===== config.mk =====
export PLATFORM = sky130hd
export DESIGN_NAME = stack_core
export DESIGN_NICKNAME = d
export VERILOG_FILES = /design/src/rtl/stack_core.sv
export SDC_FILE = /design/constraint.sdc
export NUM_CORES = 1
export LEC_CHECK = 0
export CORE_MARGIN = 2
export CORE_UTILIZATION = 58
export CTS_CLUSTER_SIZE = 12
export DETAILED_ROUTE_END_ITERATION = 8
export GPL_TIMING_DRIVEN = 0
export HOLD_SLACK_MARGIN = 0.03
export PLACE_DENSITY = 0.8
export SYNTH_ARGS = -nofsm -noshare
export SYNTH_HDL_FRONTEND = slang
export SYNTH_SLANG_ARGS = --single-unit

===== constraint.sdc =====
create_clock -name clk -period 4.1 [get_ports clk]
set_input_delay 0.82 -clock clk [delete_from_list [all_inputs] [get_ports clk]]
set_output_delay 0.82 -clock clk [all_outputs]
set_load 0.01 [all_outputs]

===== src/rtl/stack_core.sv =====
// rtl/stack_core.sv - zero-address stack-machine core with bounded operand stack and sticky fault
module stack_core #(
    parameter int DW = 8,
    parameter int DEPTH = 8,
    localparam int AW = DW - 3,
    localparam int SPW = $clog2(DEPTH + 1)
) (
    input  logic           clk,
    input  logic           rst_n,
    input  logic           run,
    output logic [AW-1:0]  mem_addr,
    output logic [DW-1:0]  mem_wdata,
    output logic           mem_we,
    input  logic [DW-1:0]  mem_rdata,
    output logic [2:0]     opcode,
    output logic [AW-1:0]  pc,
    output logic [SPW-1:0] sp,
    output logic [DW-1:0]  top,
    output logic           halted,
    output logic [1:0]     fault
);
    localparam int IW = $clog2(DEPTH);

    localparam logic [2:0] OP_ADD  = 3'b000;
    localparam logic [2:0] OP_SUB  = 3'b001;
    localparam logic [2:0] OP_AND  = 3'b010;
    localparam logic [2:0] OP_NOT  = 3'b011;
    localparam logic [2:0] OP_PUSH = 3'b100;
    localparam logic [2:0] OP_POP  = 3'b101;
    localparam logic [2:0] OP_JMP  = 3'b110;
    localparam logic [2:0] OP_JZ   = 3'b111;

    typedef enum logic [2:0] {S_IDLE, S_FETCH, S_DECODE, S_EXEC, S_HALT} state_t;

    state_t         state, state_nxt;
    logic [DW-1:0]  ir;
    logic [DW-1:0]  a_reg, b_reg;
    logic [DW-1:0]  stack_mem [DEPTH];
    logic [2:0]     op;
    logic [AW-1:0]  operand;
    logic [IW-1:0]  idx_top, idx_next;
    logic           is_alu2, need_one, dec_under, dec_over, dec_fault;
    logic [DW-1:0]  alu_r;
    logic           stk_we;
    logic [IW-1:0]  stk_widx;
    logic [DW-1:0]  stk_wdata;

    assign op       = ir[DW-1:DW-3];
    assign operand  = ir[AW-1:0];
    // Low-bit arithmetic is exact here because sp-1 and sp-2 always fit in IW bits when used.
    assign idx_top  = sp[IW-1:0] - IW'(1);
    assign idx_next = sp[IW-1:0] - IW'(2);

    assign is_alu2   = (op == OP_ADD) || (op == OP_SUB) || (op == OP_AND);
    assign need_one  = (op == OP_NOT) || (op == OP_POP) || (op == OP_JZ);
    assign dec_under = (is_alu2 && (sp < SPW'(2))) || (need_one && (sp == '0));
    assign dec_over  = (op == OP_PUSH) && (sp == SPW'(DEPTH));
    assign dec_fault = dec_under || dec_over;

    // Top-of-stack view; empty stack reads as zero
    always_comb begin
        top = '0;
        if (sp != '0) top = stack_mem[idx_top];
    end

    // ALU result; B is the entry below the top, A was the top
    always_comb begin
        case (op)
            OP_ADD:  alu_r = b_reg + a_reg;
            OP_SUB:  alu_r = b_reg - a_reg;
            OP_AND:  alu_r = b_reg & a_reg;
            default: alu_r = ~a_reg;
        endcase
    end

    // State register
    always_ff @(posedge clk) begin
        if (!rst_n) state <= S_IDLE;
        else        state <= state_nxt;
    end

    // Next-state logic
    always_comb begin
        state_nxt = state;
        case (state)
            S_IDLE:   if (run) state_nxt = S_FETCH;
            S_FETCH:  state_nxt = S_DECODE;
            S_DECODE: begin
                if (dec_fault)                          state_nxt = S_HALT;
                else if (is_alu2 || (op == OP_NOT))     state_nxt = S_EXEC;
                else                                    state_nxt = S_FETCH;
            end
            S_EXEC:   state_nxt = S_FETCH;
            default:  state_nxt = S_HALT;
        endcase
    end

    // Memory and status outputs; reset gates the write strobe combinationally
    always_comb begin
        mem_addr  = '0;
        if (state == S_FETCH)  mem_addr = pc;
        if (state == S_DECODE) mem_addr = operand;
        mem_wdata = top;
        mem_we    = rst_n && (state == S_DECODE) && (op == OP_POP) && !dec_under;
        opcode    = op;
        halted    = (state == S_HALT);
    end

    // Stack RAM write port selection: PUSH loads memory data, EXEC stores the ALU result
    always_comb begin
        stk_we    = 1'b0;
        stk_widx  = sp[IW-1:0];
        stk_wdata = mem_rdata;
        if (rst_n) begin
            if ((state == S_DECODE) && (op == OP_PUSH) && !dec_fault) begin
                stk_we = 1'b1;
            end else if (state == S_EXEC) begin
                stk_we    = 1'b1;
                stk_wdata = alu_r;
            end
        end
    end

    // Stack RAM; contents deliberately survive reset
    always_ff @(posedge clk) begin
        if (stk_we) stack_mem[stk_widx] <= stk_wdata;
    end

    // Architectural registers: PC, IR, stack pointer, operand latches, sticky fault
    always_ff @(posedge clk) begin
        if (!rst_n) begin
            pc    <= '0;
            ir    <= '0;
            sp    <= '0;
            a_reg <= '0;
            b_reg <= '0;
            fault <= 2'b00;
        end else begin
            case (state)
                S_FETCH: begin
                    ir <= mem_rdata;
                    pc <= pc + AW'(1);
                end
                S_DECODE: begin
                    if (dec_under) begin
                        fault <= 2'b01;
                    end else if (dec_over) begin
                        fault <= 2'b10;
                    end else begin
                        case (op)
                            OP_ADD, OP_SUB, OP_AND: begin
                                a_reg <= top;
                                b_reg <= stack_mem[idx_next];
                                sp    <= sp - SPW'(2);
                            end
                            OP_NOT: begin
                                a_reg <= top;
                                sp    <= sp - SPW'(1);
                            end
                            OP_PUSH: sp <= sp + SPW'(1);
                            OP_POP:  sp <= sp - SPW'(1);
                            OP_JMP:  pc <= operand;
                            default: begin
                                sp <= sp - SPW'(1);
                                if (top == '0) pc <= operand;
                            end
                        endcase
                    end
                end
                S_EXEC: sp <= sp + SPW'(1);
                default: ;
            endcase
        end
    end
endmodule


==> run metrics, run 1 <==
Ant. Diodes=0; first-pass GRT wire length=22.2 mm; Synth Instances=about 500; via count=~4400; r2r setup slk=0.39 ns; # placed instances=about 680; Syn-to-layout area delta=17.8%; Clk pin slew, worst setup/hold paths=roughly 0.10 ns; initial drt markers=approximately 250; vias in the first global route=4120; maximum root-to-sink buffer count=2; status=finished clean; #FFs+latches synth=roughly 100; Final Power=roughly 2.1 mW; CTS H-Tree Depth=3; min Tclk post-route=around 4.0 ns; Die ar.=approximately 11000 sq um; area of the multi-input gates=~2800 sq um; crit path DAT=3.20 ns; Max-cap violations=0; die width=slightly above 100 um; end of the critical path=top[4]; worst min path class=register to register; filler cell count=around 740; crit start category=register; Reg area=2690 sq um; Post-synth EDFFs=between 60 and 70; height of the die=103 um; Crit Path Max Fanout=10; commonest non-fill, non-tap cell in the layout=edfxtp_1; # port buffers=47; Post-DRT Antenna Nets=0; dpl ws=-0.770 ns; PD cells=roughly 320 nW/um^2; DRC=0; grt ovf=0; ys flop type=edfxtp_1; GRT Total Usage=0.284; Leak=about 2.3 nW; CP peak stage delay=~0.54 ns; cell family with most CP delay=buffers and inverters; nets@finish=around 600; gpl congestion=approximately 0.9; syn nets=approximately 530; io pins=48; total clock sinks=between 100 and 150; Crit path depth=11; initial antenna violation count=0; DRT Pass-1 Iters=5; clk_lat worst skew=0.37 ns; reg2reg path depth=12; share of cells above drive strength 1=0.164; async set-or-reset flop fraction in the synthesized netlist=0; routed len/inst=around 20 um; Worst Path Required=roughly 3.3 ns; pin count of the biggest net entering global routing=20; Worst Setup SP=sp[0]$_SDFFE_PN0P_; Vias/cell=between 6 and 7; Synth Warn #=0; Avg Cell Area, Syn=between 10 and 15 sq um; leading cell types in the layout, fill and taps excluded=64 x edfxtp_1, 49 x nand2_1, 44 x nor2_1; Max Freq=around 250 MHz; initial core utilization=0.591; CTS root buf=clkbuf_8; post-synth cell types=between 60 and 70; FP Rows=36; # setup viols final=0; cell with the largest stage delay on the worst path=mux4_2; Core Area=9640 sq um; RSZ-0062 raised after global routing=false; Routed WL=around 14 mm; Final Skew=roughly 0.012 ns; critical path buffer and inverter count=8; CTS tree=done; Hold Fails Final Rpt=0; Syn Std Cell Area=approximately 5700 sq um; crit path cell chain=clkbuf_8 > buf_8 > buf_12 > inv_1 > ha_4 > buf_8 > buf_4 > mux4_2 > a22o_4 > buf_4 > clkdlybuf4s50_1; CP endpoint kind=primary output; Finished Layout Cells=706; number of flip-flops in the largest register=64; R2R Path Start=ir[5]$_SDFFE_PN0N_; Rel. slew slack=0.228; Num CTS Buffers=9; DPL Wire Length=10.4 mm; Worst R2R End=stack_mem[4][7]$_DFFE_PP_; Slew Viols, Final=0; CP Class=register to primary output; hold buffers post-CTS=0; maximum vdd drop=0.000435 V; Hold WS=between 0.4 and 0.5 ns; Biggest register=stack_mem; sequential area share after synthesis=0.471; Tcrit/Tclk final=0.980; Worst-Margin Slew=1.15 ns; min setup slack post-route=around 0.083 ns
-- final cells by class --
cell class / count / share of cell area
Buffer: 34 / 0.0384
Clock buffer: 10 / 0.0190
Timing Repair Buffer: 57 / 0.0832
Tap cell: 133 / 0.0248
Sequential cell: 102 / 0.401
Multi-Input combinational cell: 350 / 0.416
Inverter: 14 / 0.00784
Clock inverter: 6 / 0.0103
-- worst reg2reg max path, delay by kind of cell (launching register included) --
| family | cells | cell delay [ns] |
|---|---|---|
| fa+ha+maj | 1 | 0.21 |
| flops | 1 | 0.42 |
| mux | 1 | 0.40 |
| simple gates | 4 | 1.14 |
| buf+inv | 2 | 0.32 |
| compound gates | 4 | 0.94 |
-- cell usage after synthesis (4+ instances only) --
master,number,area share
a31oi_1,7,0.0077
mux4_2,23,0.091
inv_1,13,0.0086
xnor2_1,10,0.015
ha_1,18,0.040
nand3_1,11,0.0097
o21a_1,5,0.0066
nor3_1,9,0.0079
mux2i_1,9,0.016
nor2_1,44,0.029
o21ai_0,30,0.026
buf_1,4,0.0026
nand2_1,49,0.032
a21oi_1,28,0.025
a21o_1,4,0.0053
nor4_1,4,0.0044
mux4_1,9,0.042
a211oi_1,9,0.012
a22o_1,9,0.014
nor2b_1,8,0.0088
nor3b_1,6,0.0079
edfxtp_1,64,0.34
nand2b_1,4,0.0044
buf_4,11,0.015
clkbuf_1,16,0.011
and2_1,12,0.013
dfxtp_1,38,0.13
-- power by group --
group	total [mW]	internal (mW)	leakage, nW	switching [mW]
registers	1.13	1.11	0.884	0.0211
clock network	0.643	0.287	0.0973	0.356
logic	0.354	0.161	1.33	0.193
total	2.13	1.56	2.31	0.570
-- kinds of logic after synthesis --
group,synth area share
and+or+nand+nor,0.134
muxes,0.150
buffers and inverters,0.0451
AOI/OAI and AO/OA,0.141
adders and majority gates,0.0431
xor gates and xnor gates,0.0154
DFF,0.471
-- how the worst min path moves through the flow --
stage / startpoint / cells after the start / end / slack, ns
2_1_floorplan: ir[1]$_SDFFE_PN0N_ / 2 / ir[1]$_SDFFE_PN0N_ / 0.44
6_report: ir[1]$_SDFFE_PN0N_ / 2 / ir[1]$_SDFFE_PN0N_ / 0.47
3_3_place_gp: ir[1]$_SDFFE_PN0N_ / 2 / ir[1]$_SDFFE_PN0N_ / 0.44
4_1_cts: ir[1]$_SDFFE_PN0N_ / 2 / ir[1]$_SDFFE_PN0N_ / 0.47
3_5_place_dp: ir[1]$_SDFFE_PN0N_ / 2 / ir[1]$_SDFFE_PN0N_ / 0.45
5_1_grt: ir[1]$_SDFFE_PN0N_ / 2 / ir[1]$_SDFFE_PN0N_ / 0.50
-- timing repair --
action                                  in CTS  in global routing
pin swaps                                    1                  0
resized for setup                           24                 20
buffers inserted                             6                  3
cloned                                       0                  1
endpoints found under the setup margin     118                 50
hold endpoints to repair                     0                  0
-- metal layers --
| layer | routed length [um] | vias up | GRT usage |
|---|---|---|---|
| met5 | 0 | - | 0 |
| met4 | 374 | 0 | 0.102 |
| met3 | 784 | 24 | 0.0353 |
| met2 | 7190 | 149 | 0.480 |
| met1 | 6050 | 2161 | 0.380 |
| li1 | - | 2027 | - |
-- metrics by stage --
step	instance area, sq um	setup TNS (ns)	utilization
finish	6700	0	0.695
floorplan	5690	0	-
CTS	6630	0	0.688
detailed placement	6330	-18.06	0.657
global placement	6330	-13.17	0.657
global route	6700	0	0.695
Note: power is estimated with default switching activity, not from simulation.
==> run 2, diff against run 1 <==
- CTS_CLUSTER_DIAMETER: not set -> 60
- SETUP_SLACK_MARGIN: not set -> 0.05
==> run metrics, run 2 (synthesis gave the netlist of run 1 again) <==
GRT Total Usage=0.286; clk_lat worst skew=between 0.3 and 0.4 ns; min Tclk post-route=3.98 ns; status=finished clean; R2R Path Start=ir[5]$_SDFFE_PN0N_; Top cell by count, worst path=buf_8; cell with the largest stage delay on the worst path=mux4_1; initial core utilization=0.591; CTS tree=done; Reg area=2680 sq um; Biggest register=stack_mem; Hold Fails Final Rpt=0; initial antenna violation count=0; Routed WL=around 15 mm; gpl congestion=about 0.9; nets@finish=approximately 600; CTS H-Tree Depth=3; end of the critical path=mem_wdata[5]; die width=103 um; Final Power=approximately 2.1 mW; maximum vdd drop=0.000439 V; Rel. slew slack=0.168; Post-DRT Antenna Nets=0; maximum root-to-sink buffer count=2; CTS root buf=clkbuf_8; total clock sinks=between 100 and 150; Tcrit/Tclk final=0.971; Slew Viols, Final=0; leading cell types in the layout, fill and taps excluded=64 x edfxtp_1, 49 x nand2_1, 44 x nor2_1; Crit Path Max Fanout=10; RSZ-0062 raised after global routing=true; routed len/inst=20.6 um; FP Rows=36; filler cell count=between 700 and 800; Die ar.=~11000 sq um; PD cells=316 nW/um^2; min setup slack post-route=0.120 ns; Max Freq=251 MHz; height of the die=between 100 and 150 um; CP peak stage delay=0.56 ns; Max-cap violations=0; Worst-Margin Slew=roughly 1.2 ns; post-route cell area=between 6000 and 7000 sq um; DPL Wire Length=10.4 mm; dpl ws=-0.770 ns; via count=4411; commonest non-fill, non-tap cell in the layout=edfxtp_1; Leak=2.41 nW; DRT Pass-1 Iters=4; area of the multi-input gates=between 2000 and 3000 sq um; crit path DAT=3.16 ns; # setup viols final=0; CP Class=register to primary output; Worst Setup SP=sp[0]$_SDFFE_PN0P_; Core Area=around 9600 sq um; Ant. Diodes=0; # port buffers=47; Clk pin slew, worst setup/hold paths=0.10 ns; r2r setup slk=0.36 ns; share of cells above drive strength 1=0.159; io pins=48; initial drt markers=about 240; reg2reg path depth=11; CP endpoint kind=primary output; Worst R2R End=stack_mem[5][4]$_DFFE_PP_; placed cell area=around 6300 sq um; first-pass GRT wire length=22.3 mm; DRC=0; grt ovf=0; number of flip-flops in the largest register=64; Syn-to-layout area delta=18.2%; worst min path class=register to register; crit start category=register; Num CTS Buffers=9; Vias/cell=between 6 and 7; crit path cell chain=clkbuf_8 > buf_8 > buf_12 > clkinvlp_4 > ha_4 > buf_8 > buf_4 > mux4_1 > a22o_1 > clkdlybuf4s50_1; Worst Path Required=3.28 ns; Final Skew=around 0.013 ns; vias in the first global route=4200; pin count of the biggest net entering global routing=20
-- run 2: repair_timing --
| action | in CTS | in global routing |
|---|---|---|
| setup buffers | 9 | 1 |
| hold buffers | 0 | 0 |
| pin swaps | 2 | 0 |
| gates resized for setup | 30 | 16 |
| setup endpoints to repair | 128 | 50 |
| gates cloned | 1 | 0 |
-- run 2: layout make-up --
cell class / instances / share of cell area
Multi-Input combinational cell: 350 / 0.413
Sequential cell: 102 / 0.399
Tap cell: 133 / 0.0247
Timing Repair Buffer: 58 / 0.0874
Clock inverter: 6 / 0.0102
Inverter: 14 / 0.00836
Clock buffer: 10 / 0.0190
Buffer: 34 / 0.0383
-- run 2: worst min-delay path by stage --
stage / startpoint / end / slack [ns] / cells after the start
floorplan: ir[1]$_SDFFE_PN0N_ / ir[1]$_SDFFE_PN0N_ / 0.44 / 2
global route: ir[1]$_SDFFE_PN0N_ / ir[1]$_SDFFE_PN0N_ / 0.49 / 2
CTS: ir[1]$_SDFFE_PN0N_ / ir[1]$_SDFFE_PN0N_ / 0.47 / 2
global placement: ir[1]$_SDFFE_PN0N_ / ir[1]$_SDFFE_PN0N_ / 0.44 / 2
finish: ir[1]$_SDFFE_PN0N_ / ir[1]$_SDFFE_PN0N_ / 0.47 / 2
detailed placement: ir[1]$_SDFFE_PN0N_ / ir[1]$_SDFFE_PN0N_ / 0.45 / 2
-- run 2: per-stage QoR --
step	TNS (ns)	instances	hold slack [ns]	util
after floorplan	0	502	0.437	-
after global placement	-13.17	682	0.445	0.657
after detailed placement	-18.06	682	0.453	0.657
after CTS	0	707	0.468	0.694
after global routing	0	707	0.495	0.698
final	0	707	0.467	0.698
-- run 2: routing by layer --
metal,global-route usage,wire length (um),up-vias
li1,-,-,2022
met1,0.372,5990,2197
met2,0.496,7410,172
met3,0.0400,848,20
met4,0.0962,306,0
met5,0,0,-
-- run 2: power by group --
group | switching (mW) | internal [mW]
Sequential | 0.0211 | 1.11
Combinational | 0.193 | 0.160
Clock | 0.359 | 0.287
-- run 2: critical path: cells and delay by family (launching register included) --
kind	cells	cell delay, ns
AO/OA/AOI/OAI	1	0.27
adder cells (fa/ha/maj)	1	0.29
buffers and inverters	7	1.29
flip-flops	1	0.36
multiplexers	1	0.56
==> run 3, diff against run 2 <==
- CORE_UTILIZATION: 58 -> 35
- PLACE_DENSITY: 0.8 -> not set
==> run metrics, run 3 (synthesis gave the netlist of run 1 again) <==
status=finished clean; DRC=0; Syn-to-layout area delta=22.1%; pin count of the biggest net entering global routing=20; Ant. Diodes=0; Crit Path Max Fanout=10; Rel. slew slack=0.277; io pins=48; initial drt markers=between 300 and 400; R2R Path Start=ir[5]$_SDFFE_PN0N_; nets@finish=about 600; clk_lat worst skew=around 0.35 ns; leading cell types in the layout, fill and taps excluded=64 x edfxtp_1, 49 x nand2_1, 44 x nor2_1; share of cells above drive strength 1=0.149; die width=around 130 um; placed cell area=6430 sq um; via count=4308; WHS Path Cells=2; worst min path class=register to register; # port buffers=47; Final Skew=between 0.006 and 0.007 ns; CTS H-Tree Depth=3; Worst Path Required=about 3.3 ns; Finished Layout Cells=787; routed len/inst=~19 um; total clock sinks=102; Max-cap violations=0; Hold EP=ir[3]$_SDFFE_PN0N_; maximum root-to-sink buffer count=2; PD cells=342 nW/um^2; Slew Viols, Final=0; Worst-Margin Slew=1.07 ns; height of the die=between 100 and 150 um; Num CTS Buffers=9; Routed WL=roughly 15 mm; crit start category=register; r2r setup slk=approximately 0.34 ns; FP Rows=46; Worst R2R End=stack_mem[7][5]$_DFFE_PP_; grt ovf=0; initial antenna violation count=0; Core Area=roughly 16000 sq um; maximum vdd drop=between 0.0002 and 0.00025 V; CP endpoint kind=primary output; initial core utilization=0.358; min Tclk post-route=between 3 and 4 ns; GRT Total Usage=0.175; Die ar.=~17000 sq um; Max Freq=around 250 MHz; hold_sp=ir[3]$_SDFFE_PN0N_; vias in the first global route=~4200; hold buffers post-CTS=0; gpl congestion=roughly 0.9; Biggest register=stack_mem; DRT Pass-1 Iters=5; CTS root buf=clkbuf_16; Tcrit/Tclk final=0.971; post-route cell area=6950 sq um; CTS tree=done; first-pass GRT wire length=approximately 24 mm; reg2reg path depth=12; Leak=around 2.4 nW; Clk pin slew, worst setup/hold paths=0.07 ns; number of flip-flops in the largest register=64; Vias/cell=5.47; # setup viols final=0; # placed instances=between 700 and 800; DPL Wire Length=~11 mm; CP Class=register to primary output; Hold Fails Final Rpt=0; commonest non-fill, non-tap cell in the layout=edfxtp_1; RSZ-0062 raised after global routing=false; Post-DRT Antenna Nets=0; crit path DAT=roughly 3.2 ns
[run 3: what timing repair did]
item                                    CTS  global route
endpoints found under the setup margin  120            49
gates resized for setup                  31            12
gates cloned                              1             0
buffers inserted                          6             1
[run 3: worst max-delay path, stage by stage (launching register included)]
cell and delay [ns]:
dfxtp_2 0.36, clkbuf_8 0.15, buf_8 0.14, buf_12 0.15
inv_1 0.10, ha_4 0.29, bufbuf_16 0.26, mux4_1 0.58
a22o_1 0.26, clkdlybuf4s50_1 0.50
[run 3: through the flow]
stage                      util  hold slack, ns  total power, mW  TNS, ns  setup slack (ns)
after detailed placement  0.405           0.450             1.49   -25.88            -0.814
after global routing      0.438           0.489             2.46        0            0.0615
after global placement    0.405           0.445             1.48   -18.24            -0.801
final                     0.438           0.457             2.37        0             0.118
after CTS                 0.435           0.460             2.38        0            0.0207
after floorplan               -           0.437             1.36        0             0.397
[run 3: layer usage]
layer	global-route usage	share of wire	up-vias
li1	-	-	2031
met4	0.0513	0.017	0
met3	0.0363	0.050	20
met5	0	0	-
met2	0.298	0.49	141
met1	0.226	0.44	2116
[run 3: cell type report]
cell class                 count  area (sq um)
timing repair buffer          55           558
fill                        1520          8930
clock buffer                   9           225
tap                          216           270
inverter                      14          52.6
multi-input combinational    350          2820
clock inverter                 7          80.1
buffer                        34           258
sequential                   102          2690
[run 3: power breakdown]
group	switching, mW	total (mW)	internal [mW]
Clock	0.408	0.890	0.482
Combinational	0.196	0.356	0.160
Sequential	0.0212	1.13	1.11
[run 3: worst max-delay path by stage]
stage	start	endpoint	slack, ns	cells after the start
2_1_floorplan	sp[0]$_SDFFE_PN0P_	top[6]	0.40	10
3_3_place_gp	sp[1]$_SDFFE_PN0P_	top[3]	-0.80	10
3_5_place_dp	sp[1]$_SDFFE_PN0P_	top[3]	-0.81	10
4_1_cts	sp[0]$_SDFFE_PN0P_	top[7]	0.02	10
5_1_grt	sp[0]$_SDFFE_PN0P_	mem_wdata[4]	0.06	9
6_report	sp[0]$_SDFFE_PN0P_	mem_wdata[4]	0.12	9
